File: src/rtl/glm_dot_pack.sv
// rtl/glm_dot_pack.sv - packs 32-bit dot results into 512-bit lines for the output FIFO or result BRAM
// Optional macro GLM_DOT_PACK_ZEROFILL_EN: clear the line register after each written line.
module glm_dot_pack #(
    parameter int VALUES_PER_LINE      = 16,
    parameter int LOG2_VALUES_PER_LINE = 4
) (
    input  logic                            clk,
    input  logic                            reset,
    input  logic                            op_start,
    output logic                            op_done,
    input  logic [4:0][31:0]                regs,
    output logic                            FIFO_dot_re,
    input  logic                            FIFO_dot_rvalid,
    input  logic [31:0]                     FIFO_dot_rdata,
    input  logic                            FIFO_dot_empty,
    output logic                            FIFO_output_we,
    output logic [32*VALUES_PER_LINE-1:0]   FIFO_output_wdata,
    input  logic                            FIFO_output_almostfull,
    output logic                            MEM_result_we,
    output logic [15:0]                     MEM_result_waddr,
    output logic [32*VALUES_PER_LINE-1:0]   MEM_result_wdata
);
    localparam int LINE_W = 32 * VALUES_PER_LINE;
    localparam logic [LOG2_VALUES_PER_LINE-1:0] LAST_LANE = LOG2_VALUES_PER_LINE'(VALUES_PER_LINE - 1);

    typedef enum logic [1:0] {IDLE, PACK, DONE} state_t;
    state_t state, state_next;

    logic [15:0]                     num_values;
    logic                            write_to_mem;
    logic [15:0]                     mem_store_offset;
    logic [15:0]                     requested;
    logic [15:0]                     received;
    logic [15:0]                     lines_written;
    logic [LOG2_VALUES_PER_LINE-1:0] lane;
    logic [LINE_W-1:0]               line;
    logic [LINE_W-1:0]               line_out;
    logic [LINE_W-1:0]               line_ins;
    logic                            issue;
    logic                            take;
    logic                            last_val;
    logic                            line_done;

    wire [15:0] nv_in = regs[3][15:0];
    wire unused_regs = ^{regs[0], regs[1], regs[2], regs[3][31:17], regs[4][31:16]};

    always_comb begin
        issue     = (state == PACK) && !FIFO_dot_empty && (requested < num_values)
                    && (write_to_mem || !FIFO_output_almostfull);
        take      = (state == PACK) && FIFO_dot_rvalid;
        last_val  = (received == num_values - 16'd1);
        line_done = take && ((lane == LAST_LANE) || last_val);
        line_ins  = line;
        line_ins[32*lane +: 32] = FIFO_dot_rdata;
    end

    // Gated by reset so nothing is popped from the FIFO while the block is being cleared.
    assign FIFO_dot_re       = issue && !reset;
    assign FIFO_output_wdata = line_out;
    assign MEM_result_wdata  = line_out;

    always_ff @(posedge clk) begin
        if (reset) state <= IDLE;
        else       state <= state_next;
    end

    always_comb begin
        state_next = state;
        case (state)
            IDLE:    if (op_start && (nv_in != 16'd0)) state_next = PACK;
            PACK:    if (take && last_val) state_next = DONE;
            DONE:    state_next = IDLE;
            default: state_next = IDLE;
        endcase
    end

    always_ff @(posedge clk) begin
        if (reset) begin
            op_done          <= 1'b0;
            FIFO_output_we   <= 1'b0;
            MEM_result_we    <= 1'b0;
            MEM_result_waddr <= '0;
            num_values       <= '0;
            write_to_mem     <= 1'b0;
            mem_store_offset <= '0;
            requested        <= '0;
            received         <= '0;
            lines_written    <= '0;
            lane             <= '0;
            line             <= '0;
            line_out         <= '0;
        end else begin
            op_done        <= 1'b0;
            FIFO_output_we <= 1'b0;
            MEM_result_we  <= 1'b0;

            if (state == IDLE && op_start) begin
                num_values       <= nv_in;
                write_to_mem     <= regs[3][16];
                mem_store_offset <= regs[4][15:0];
                requested        <= '0;
                received         <= '0;
                lines_written    <= '0;
                lane             <= '0;
                line             <= '0;
                if (nv_in == 16'd0) op_done <= 1'b1;
            end

            if (state == DONE) op_done <= 1'b1;

            if (issue) requested <= requested + 16'd1;

            if (take) begin
                received <= received + 16'd1;
                if (line_done) begin
                    // Snapshot into line_out so the next lane-0 value can land in line immediately.
                    lane     <= '0;
                    line_out <= line_ins;
`ifdef GLM_DOT_PACK_ZEROFILL_EN
                    line     <= '0;
`else
                    line     <= line_ins;
`endif
                    if (write_to_mem) begin
                        MEM_result_we    <= 1'b1;
                        MEM_result_waddr <= mem_store_offset + lines_written;
                        lines_written    <= lines_written + 16'd1;
                    end else begin
                        FIFO_output_we   <= 1'b1;
                    end
                end else begin
                    lane <= lane + 1'b1;
                    line <= line_ins;
                end
            end
        end
    end
endmodule

File: config.mk
export PLATFORM = sky130hd
export DESIGN_NAME = glm_dot_pack
export DESIGN_NICKNAME = d
export VERILOG_FILES = /design/src/rtl/glm_dot_pack.sv
export SDC_FILE = /design/constraint.sdc
export NUM_CORES = 2
export LEC_CHECK = 0
export CAP_MARGIN = 20
export CORE_AREA = 4 4 484 486
export CTS_CLUSTER_DIAMETER = 120
export DETAILED_ROUTE_END_ITERATION = 10
export DIE_AREA = 0 0 488 490
export HOLD_SLACK_MARGIN = 0.1
export PLACE_DENSITY = 0.52
export REMOVE_ABC_BUFFERS = 1
export SLEW_MARGIN = 20
export SYNTH_ARGS = -nofsm -noshare
export SYNTH_HDL_FRONTEND = slang
export SYNTH_SLANG_ARGS = --single-unit
File: constraint.sdc
create_clock -name clk -period 10.4 [get_ports clk]
set_input_delay 3.12 -clock clk [delete_from_list [all_inputs] [get_ports clk]]
set_output_delay 3.12 -clock clk [all_outputs]
set_load 0.03 [all_outputs]
-- After elaboration in Yosys (flattened, before gate mapping)
Cells that the tools add are included.
- bits in registers: 1130
- bits in latches: 0
- RAM bits: 0
- ROM bits: 0
- input port bits: 198
- output and inout port bits: 1044
- logic and storage cells: 76
- memories kept: 0
- add/sub/neg operators: 7
- multiply operators: 0
- div/mod/pow operators: 0
- order comparisons: 1
- equality and inequality tests: 6
- shift-type cells: 2
- mux-type cells: 21
- bitwise operators: 2
- reduce and logical (&&, ||, !) cells: 23
- operators with widths (operator ; count):
    $mux 512 ; 2
    $bwmux 512 ; 1
    $shift 32x34->512 const A ; 1
    $shiftx 32x34->512 ; 1
    $mux 16 ; 7
    $add 16x1->16 const B ; 3
    $neg 9->34 ; 1
    $add 16x16->16 ; 1
    $eq 16x16->1 ; 1
    $logic_not 16->1 ; 1
    $lt 16x16->1 ; 1
    $reduce_bool 16->1 ; 1
    $sub 16x1->16 const B ; 1
    $mux 4 ; 3
    $logic_and 1x1->1 ; 9
    $mux 1 ; 5
    $add 4x1->4 const B ; 1
    $eq 4x4->1 const B ; 1
    $mux 2 ; 2
    $pmux 2 s2 ; 1
    $reduce_and 2->1 ; 2
    $reduce_bool 2->1 ; 2
    $logic_not 1->1 ; 3
    $reduce_and 3->1 ; 1
    8 further kinds ; 10

-- Depth between registers and ports, before layout
- depth after elaboration: 6
- gate-level depth with buffers: 14
- mapped depth without buffers: 11

-- Worst setup path before layout
OpenSTA, ideal clock, no wires.
- path type: input -> output
- from: input FIFO_output_almostfull
- to: output FIFO_dot_re
- arrival time: 4.577 ns
- data required time: 7.280 ns
- slack: 2.703 ns
- cell stages on the path: 4
- buffers on the path: 0
- cells stage by stage: a2111oi_0 > o2111a_1 > o21ai_0 > a21oi_1
- longest elaborated chain between the ends: 4
- ends and longest elaborated chain (element ; RTL line ; text):
    start: declaration ; 18 ; input logic FIFO_output_almostfull,
    $logic_not 1->1 ; 49 ; && (write_to_mem || !FIFO_output_almostfull);
    $logic_or 1x1->1 ; 49 ;
    $logic_and 1x1->1 ; 49 ;
    $logic_and 1x1->1 ; 58 ; assign FIFO_dot_re = issue && !reset;
    end: declaration ; 12 ; output logic FIFO_dot_re,
Every way passes these cells.

-- Final worst setup path
Ends and elaborated chain as after synthesis.

==> results by stage <==
Die:
- The die is between 400 and 500 µm wide.
- The floorplan step defined a die boundary enclosing around 0.24 mm².
- The initial standard-cell utilization of the core is between 20% and 30%.
- The row count is around 180.
- The count of pins on the block boundary is about 1200.
- In this run the vertical extent of the chip is between 400 and 500 µm.
- The standard cell core area is about 0.23 mm².

Timing:
- The post-route clock skew is ~0.024 ns.
- The final critical path takes up 84.8% of the cycle.
- For this run, the top clock speed supported by timing is approximately 110 MHz.
- Setup slack on the critical path of the routed design comes to between 1.5 and 2 ns.
- The number of pins with negative max-slew slack in the final report is 0.
- The relative slew slack is around 25%.
- Setup total negative slack on the finished layout was measured at 0 ns.
- For the pin with the worst max-slew slack, the measured transition is about 1.1 ns.
- Setup repair after global routing left no endpoint under its margin.
- The minimum period implied by the final worst setup slack is 8.82 ns.
- The final hold violation count was 0.
- The number of setup violations in the final report is 0.

Synthesis:
- The number of register bits inferred by synthesis is roughly 1100.
- For this run, the leading register cell type out of synthesis is dfxtp_1.
- Counting flops with an async set or reset pin after synthesis yields a share of 0%.
- The sequential fraction of the synthesis area is between 40% and 50%.
- A synthesized cell averages 7.92 µm².
- In this run the cell area of the synthesized design comes to 0.0507 mm².
- The synthesized design contains 0 enable-type register cells.
- The Yosys step of the flow raised 0 warnings.
- After synthesis, the netlist uses 70 different library cells.
- The synthesized instance count is roughly 6400.

Detailed routing:
- In the routed design, unresolved DRC markers number 0.
- The count of TritonRoute iterations in the first routing pass is 5.
- The wire length per cell after detailed routing is about 26 µm.
- For this block, the initial DRC count from the detailed router was slightly above 4000.
- The via-per-instance ratio is 4.83.
- Across all layers, the routed design uses ~48000 vias.
- The count of antenna-violating nets left after detailed routing is 0.
- After detailed routing, the total wire length is 256000 µm.

Place:
- At the end of routability-driven placement, the weighted congestion stood at around 0.80.
- The standard cell area after detailed placement is around 0.06 mm².
- The HPWL after detailed placement is 180000 µm.
- During placement, the flow inserted port buffers numbering about 1100.
- The number of placed instances, taps included, is 9588.
- The post-place setup slack is approximately 1.5 ns.

Flow run:
- Max-cap violations in this run came to 0.

Pwr:
- The power density over cell area is around 150 mW/mm².
- Across the VDD grid, the largest voltage drop is approximately 0.12 mV.
- The static power due to leakage is 20.4 nW.

Setup path:
- STA classifies the critical path endpoint as an output pin.
- The top fanout value on the critical path is 12.
- The number of buffers and inverters on the critical path is 4.
- STA puts the critical path data arrival time at approximately 5.7 ns.
- STA puts the critical path data required time at approximately 7.3 ns.
- The kind of launch point of the worst setup path is a primary input.
- On the worst path, the slowest cell contributes a delay of just under 0.8 ns.
- By startpoint and endpoint, the worst setup path is classified as primary input to output pin.
- Walking the worst path, the cells encountered are clkdlybuf4s50_1, a2111oi_0, buf_4, o2111a_1, o21ai_0, buf_4, a21oi_1, clkdlybuf4s50_1.
- The slowest stage cell on the critical path is clkdlybuf4s50_1.
- Grouping stages by cell kind, the critical path spends the most delay in buffers and inverters.

CTS:
- The number of setup buffers added after CTS is 0.
- Counting the buffers created by CTS gives between 100 and 150.
- The count of instances resized after the clock tree is built is 0.
- The source-to-sink clock delay at the later pin of the worst-skew pair is ~0.78 ns.
- The number of hold buffers added after cts is 0.
- Clock-pin slew was measured on the worst setup and hold paths at 0.05 ns.
- The number of sinks driven by the clock tree is roughly 1100.
- No sink is reached through more buffers than the 3 on the longest clock path.
- TritonCTS built the clock tree.
- The root buffer cell chosen for the clock tree is clkbuf_16.
- The count of H-tree levels built during CTS is 4.

GRT:
- The initial antenna violation count is 17.
- Global routing finished with a remaining overflow of 0.
- The global-route usage over all layers is slightly above 20%.
- The number of global-route vias before repair is approximately 44000.
- Entering global routing, the biggest net connects 178 pins.
- The first global-routing pass estimated ~350000 µm of wire.

Final layout:
- Counting the fill cells in the layout gives ~24000.
- Of the cells placed in the final design, the portion with a size suffix greater than 1 is under 10%.
- The area added between synthesis and finish is 28.6%.
- Summing all multi-input logic gate instances after layout gives ~0.022 mm².
- Once layout is complete, the cells apart from fillers number between 9000 and 10000.
- Once layout is done, the placed cells without fillers occupy 0.0652 mm².
- For this run, the post-layout net count is approximately 7000.
- The total area of sequential cells is 0.0226 mm².

Worst hold path:
- In this run the worst hold path is classified as flop to flop.

Status:
- The flow ran to the end, and the final reports show no timing, DRC or antenna violations.
## layer usage
layer	vias up	global-route usage (%)	share of wire, %
li1	22400	-	-
met1	22900	25.5	41
met2	1940	32.8	46
met3	356	5.02	7.2
met4	10	10.3	5.5
met5	-	0	0.029
## cells in the final DEF (no fill, tap or decap), types with 8 or more instances in the layout
master / netlist / routed
clkinvlp_4: 0 / 8
buf_4: 540 / 88
a31oi_1: 151 / 151
ha_1: 37 / 36
clkbuf_16: 0 / 142
nand3b_1: 9 / 9
nand2_2: 0 / 10
nand3_1: 216 / 212
o21ai_0: 132 / 130
xor2_1: 11 / 11
a311oi_1: 51 / 51
nor2_2: 0 / 8
clkdlybuf4s50_1: 0 / 1102
nor2_1: 1232 / 1218
buf_2: 61 / 11
and3_1: 38 / 38
nand4_1: 11 / 11
xnor2_1: 22 / 22
nor4_1: 11 / 10
nor3b_1: 16 / 16
diode_2: 0 / 12
clkbuf_8: 0 / 24
clkbuf_1: 413 / 38
inv_1: 43 / 43
a22oi_1: 47 / 47
a21oi_1: 405 / 404
a211oi_1: 463 / 463
mux2i_1: 60 / 60
clkinv_2: 0 / 13
o311ai_0: 8 / 8
dfxtp_1: 1130 / 1129
a21o_1: 21 / 21
or3_1: 14 / 12
nor3_1: 453 / 450
nand2_4: 0 / 11
or4_1: 12 / 12
nand2_1: 590 / 569
a22o_1: 70 / 70
## sequential cells by signal (all words and copies together) (netlist names)
signal / cells
state: 2
write_to_mem: 1
FIFO_output_we: 1
MEM_result_waddr: 16
mem_store_offset: 16
received: 16
lines_written: 16
line: 512
MEM_result_we: 1
lane: 4
FIFO_output_wdata: 512
op_done: 1
num_values: 16
requested: 16
## report_power, final
| group | leakage [nW] | switching, mW | total (mW) | internal (mW) |
|---|---|---|---|---|
| registers | 9.10 | 0.0179 | 4.36 | 4.34 |
| logic | 9.07 | 0.399 | 0.506 | 0.108 |
| clock network | 2.21 | 2.04 | 4.88 | 2.83 |
| total | 20.4 | 2.46 | 9.74 | 7.28 |
## cell usage after synthesis, types with 3 or more instances
cell type / instances / area share [%]
ha_1: 37 / 0.91
o211ai_1: 4 / 0.059
o221ai_1: 4 / 0.069
mux2_2: 5 / 0.11
nand4_1: 11 / 0.14
a31oi_1: 151 / 1.9
buf_1: 37 / 0.27
o311ai_0: 8 / 0.14
o31ai_1: 3 / 0.044
nand3b_1: 9 / 0.13
buf_2: 61 / 0.60
and2_1: 4 / 0.049
nand3_1: 216 / 2.1
nand2_1: 590 / 4.4
xnor2_1: 22 / 0.38
or4_1: 12 / 0.18
o21a_1: 4 / 0.059
or2_2: 3 / 0.037
inv_1: 43 / 0.32
xor2_1: 11 / 0.19
a211oi_1: 463 / 6.9
a21o_1: 21 / 0.31
buf_4: 540 / 8.0
a32o_1: 7 / 0.14
clkbuf_1: 413 / 3.1
a22o_1: 70 / 1.2
nor4b_1: 3 / 0.052
nor3_1: 453 / 4.5
dfxtp_1: 1130 / 45
nor3b_1: 16 / 0.24
o21ai_1: 9 / 0.089
o21ai_0: 132 / 1.3
and3_1: 38 / 0.47
o22a_1: 3 / 0.052
nand2b_1: 8 / 0.099
mux2i_1: 60 / 1.2
a21oi_1: 405 / 4.0
a22oi_1: 47 / 0.70
nor4_1: 11 / 0.14
a32oi_1: 3 / 0.052
or3_1: 14 / 0.17
a311oi_1: 51 / 0.88
nor2b_1: 6 / 0.074
nor2_1: 1232 / 9.1
## tightest hold or removal path, cell delays in order, from the launching register on
cell and delay [ns]:
dfxtp_1 0.31, nand2_1 0.05, a21oi_1 0.05
## logic make-up after synthesis
logic type	after synthesis	share of synthesized area (%)
AND/OR/NAND/NOR	2637	22.1
AO/OA/AOI/OAI	1407	18.2
flip-flops	1130	44.6
buffers and inverters	1095	12.3
multiplexers	65	1.30
adder cells (fa/ha/maj)	38	0.952
XOR/XNOR	33	0.570
## layout make-up
class / count / area share [%]
flip-flops and latches: 1130 / 34.7
multi-input cells: 4180 / 34.0
repair buffers: 1210 / 18.3
clock buffers: 204 / 6.17
well taps: 3026 / 5.81
clock inverters: 45 / 0.812
inverters: 43 / 0.247
diodes: 12 / 0.0460
## metrics by stage
step / util [%] / hold slack [ns] / power [mW]
4_1_cts: 28.4 / 0.456 / 9.88
5_1_grt: 28.4 / 0.471 / 10.1
3_5_place_dp: 26.4 / 0.443 / 4.97
3_3_place_gp: 26.4 / 0.434 / 4.96
2_1_floorplan: - / 0.424 / 4.65
6_report: 28.4 / 0.452 / 9.74
## path summary, 6_finish.rpt
check | startpoint | endpoint | slack, ns | cells past startpoint
hold / removal | MEM_result_waddr[8] | MEM_result_waddr[8] | 0.45 | 2
setup / recovery | FIFO_output_almostfull | FIFO_dot_re | 1.58 | 8
setup reg to reg | num_values[1] | FIFO_output_wdata[183] | 5.13 | 13
hold reg to reg | MEM_result_waddr[8] | MEM_result_waddr[8] | 0.45 | 2
No activity file was read; power rests on OpenSTA's default activity.
==> RTL edit (same flow settings) <==
Reset style: asynchronous (`reset`), changed in 2 clocked blocks.
--- a/src/rtl/glm_dot_pack.sv
+++ b/src/rtl/glm_dot_pack.sv
@@ -59,7 +59,7 @@
     assign FIFO_output_wdata = line_out;
     assign MEM_result_wdata  = line_out;
 
-    always_ff @(posedge clk) begin
+    always_ff @(posedge clk or posedge reset) begin
         if (reset) state <= IDLE;
         else       state <= state_next;
     end
@@ -74,7 +74,7 @@
         endcase
     end
 
-    always_ff @(posedge clk) begin
+    always_ff @(posedge clk or posedge reset) begin
         if (reset) begin
             op_done          <= 1'b0;
             FIFO_output_we   <= 1'b0;
Function: not settled (the Yosys comparison gave no result); the edit may change what the design does.
==> RTL edit against the original RTL <==
Wire length shrank 6.9%. Core utilization rose by 0.99 points. Critical path type unchanged. Non-clock buffer count up 1. Synthesized area increased by 3.5%. Sequential cell count unchanged. Design area grew 3.5%. Setup slack better by 0.22 ns.
Power is not compared: it rests on default switching activity, and its combinational part moved more than twofold at a synthesized area within 25%.
==> RTL edit: results (changes against the original RTL) <==
Critical path
  – End of the worst register-to-register path: line[299]
  – Logic depth of the worst register-to-register path: 10 (-3)
  – Register-to-register setup slack: 5.09 ns (-0.04 ns)
  – RR Startpoint: lane[0]
  – Crit path DAT: 5.48 ns (-0.22 ns)
  – Biggest cell delay along the critical path: 0.70 ns (-0.08 ns)
  – Worst path top cell family by delay: buffers and inverters
  – Critical Path Fanout Max: 28 (+16)

Logic synthesis
  – Portion of netlist area occupied by mux cells: 1.04% (-0.25 points)
  – Main area contributors after synthesis: dfrtp_1 54%, buf_4 7.4%, nand2_1 6.9%
  – Compound-cell area share of the yosys netlist: 16.8% (-1.5 points)
  – Leading post-synthesis cells by instance count: 1,130 x dfrtp_1, 968 x nand2_1, 519 x o21ai_1
  – Fraction of synthesis flops using an asynchronous set or reset pin: 100% (+100 points)
  – Adder-cell area share of the yosys netlist: 0.921% (-0.032 points)
  – Part of the Yosys area used for sequential elements: 53.9% (+9.3 points)
  – XOR/XNOR Fraction of Synth Area: 0.584% (+0.014 points)
  – Count of warnings emitted by yosys: 0 (unchanged)
  – Mapped cell area: 52,500 um2 (+3.5%)
  – Number of unique standard cell types used by synthesis: 65 (-7.1%)

Worst hold path
  – Worst Hold Launch: line[82]
  – Endpoint of the worst hold path: line[82]

Layout
  – Buffers, non-clock: 1,211 (+0.083%)
  – Count of non-CTS inverters in the layout: 32 (-26%)
  – Filler cells: 24,100 (-1.6%)
  – Area occupied by registers: 28,300 um2 (+25%)
  – Clock buffer count: 197 (-3.4%)
  – Total inserted antenna cells: 6 (-6)
  – Fraction of layout instances using a drive strength above 1: 5.93% (+0.19 points)
  – Sequential cell area share: 41.9% (+7.2 points)
  – Clock network area share: 6.84% (-0.14 points)
  – Combined area of the multi-input logic cells: 18,700 um2 (-16%)
  – Count of nets after finishing: 6,510 (-6.2%)
  – Share of final layout cell area taken by non-clock buffers: 17.7% (-0.54 points)

Drt
  – Max layer used: met5
  – Length of routed wiring on met1: 98,700 um (-7.0%)
  – Wire length reported by the detailed router: 238,000 um (-6.9%)
  – Detail-routed via count per cell: 4.62 (-4.5%)
  – Iteration-0 DRC Markers: 3,493 (-14%)
  – Routed wl met2: 114,000 um (-2.6%)
  – First-pass iteration count of the detailed router: 6 (+1)
  – Detail Route met3 WL: 16,400 um (-12%)

GRT
  – Vias in the first global route: 42,300 (-4.6%)
  – First-pass GRT wire length: 333,000 um (-5.7%)
  – Largest net degree at the start of global routing: 240 (+35%)
  – All-Layer GR Usage: 19.4% (-1.1 points)
  – Initial antenna violation count: 12 (-5)
  – Routing usage on met2: 32.3% (-0.48 points)
  – Met3 capacity usage during global routing: 4.82% (-0.20 points)

Place
  – Half-perimeter wire length of the detailed placement result: 161,000 um (-11%)
  – Routability cong.: 0.794 (-1.1%)
  – Placed instance area: 62,900 um2 (+3.7%)

Timing
  – Post-route clock skew: 0.0380 ns (+0.0136 ns)
  – Worst max-slew margin expressed relative to the limit: 23.8% (-0.86 points)

Power
  – PwrDens: around 210 nW/um2

Outcome
  – Outcome: complete, no violations

Clocking
  – Clock buffers created by TritonCTS: 138 (unchanged)
==> RTL edit: changes by cell type in the layout (fill, tap and decap cells not counted), sizes merged, moves of 34 or more <==
| cell | before | now |
|---|---|---|
| a211oi | 463 | 5 |
| nor3 | 453 | 117 |
| nor2 | 1232 | 451 |
| dfrtp | 0 | 1130 |
| o21ai | 141 | 1022 |
| a31oi | 152 | 5 |
| a311oi | 51 | 1 |
| nand2 | 590 | 968 |
| nand3 | 216 | 302 |
| dfxtp | 1130 | 0 |
| a22oi | 47 | 0 |
| a21oi | 405 | 507 |
| nand2b | 8 | 42 |
==> RTL edit: stage by stage <==
stage	hold WS, ns	cells	setup slack, ns
floorplan	0.450	4923	-24.54
global placement	0.462	9160	1.83
detailed placement	0.470	9160	1.83
CTS	0.481	9400	1.82
global route	0.500	9400	1.71
finish	0.476	9406	1.80
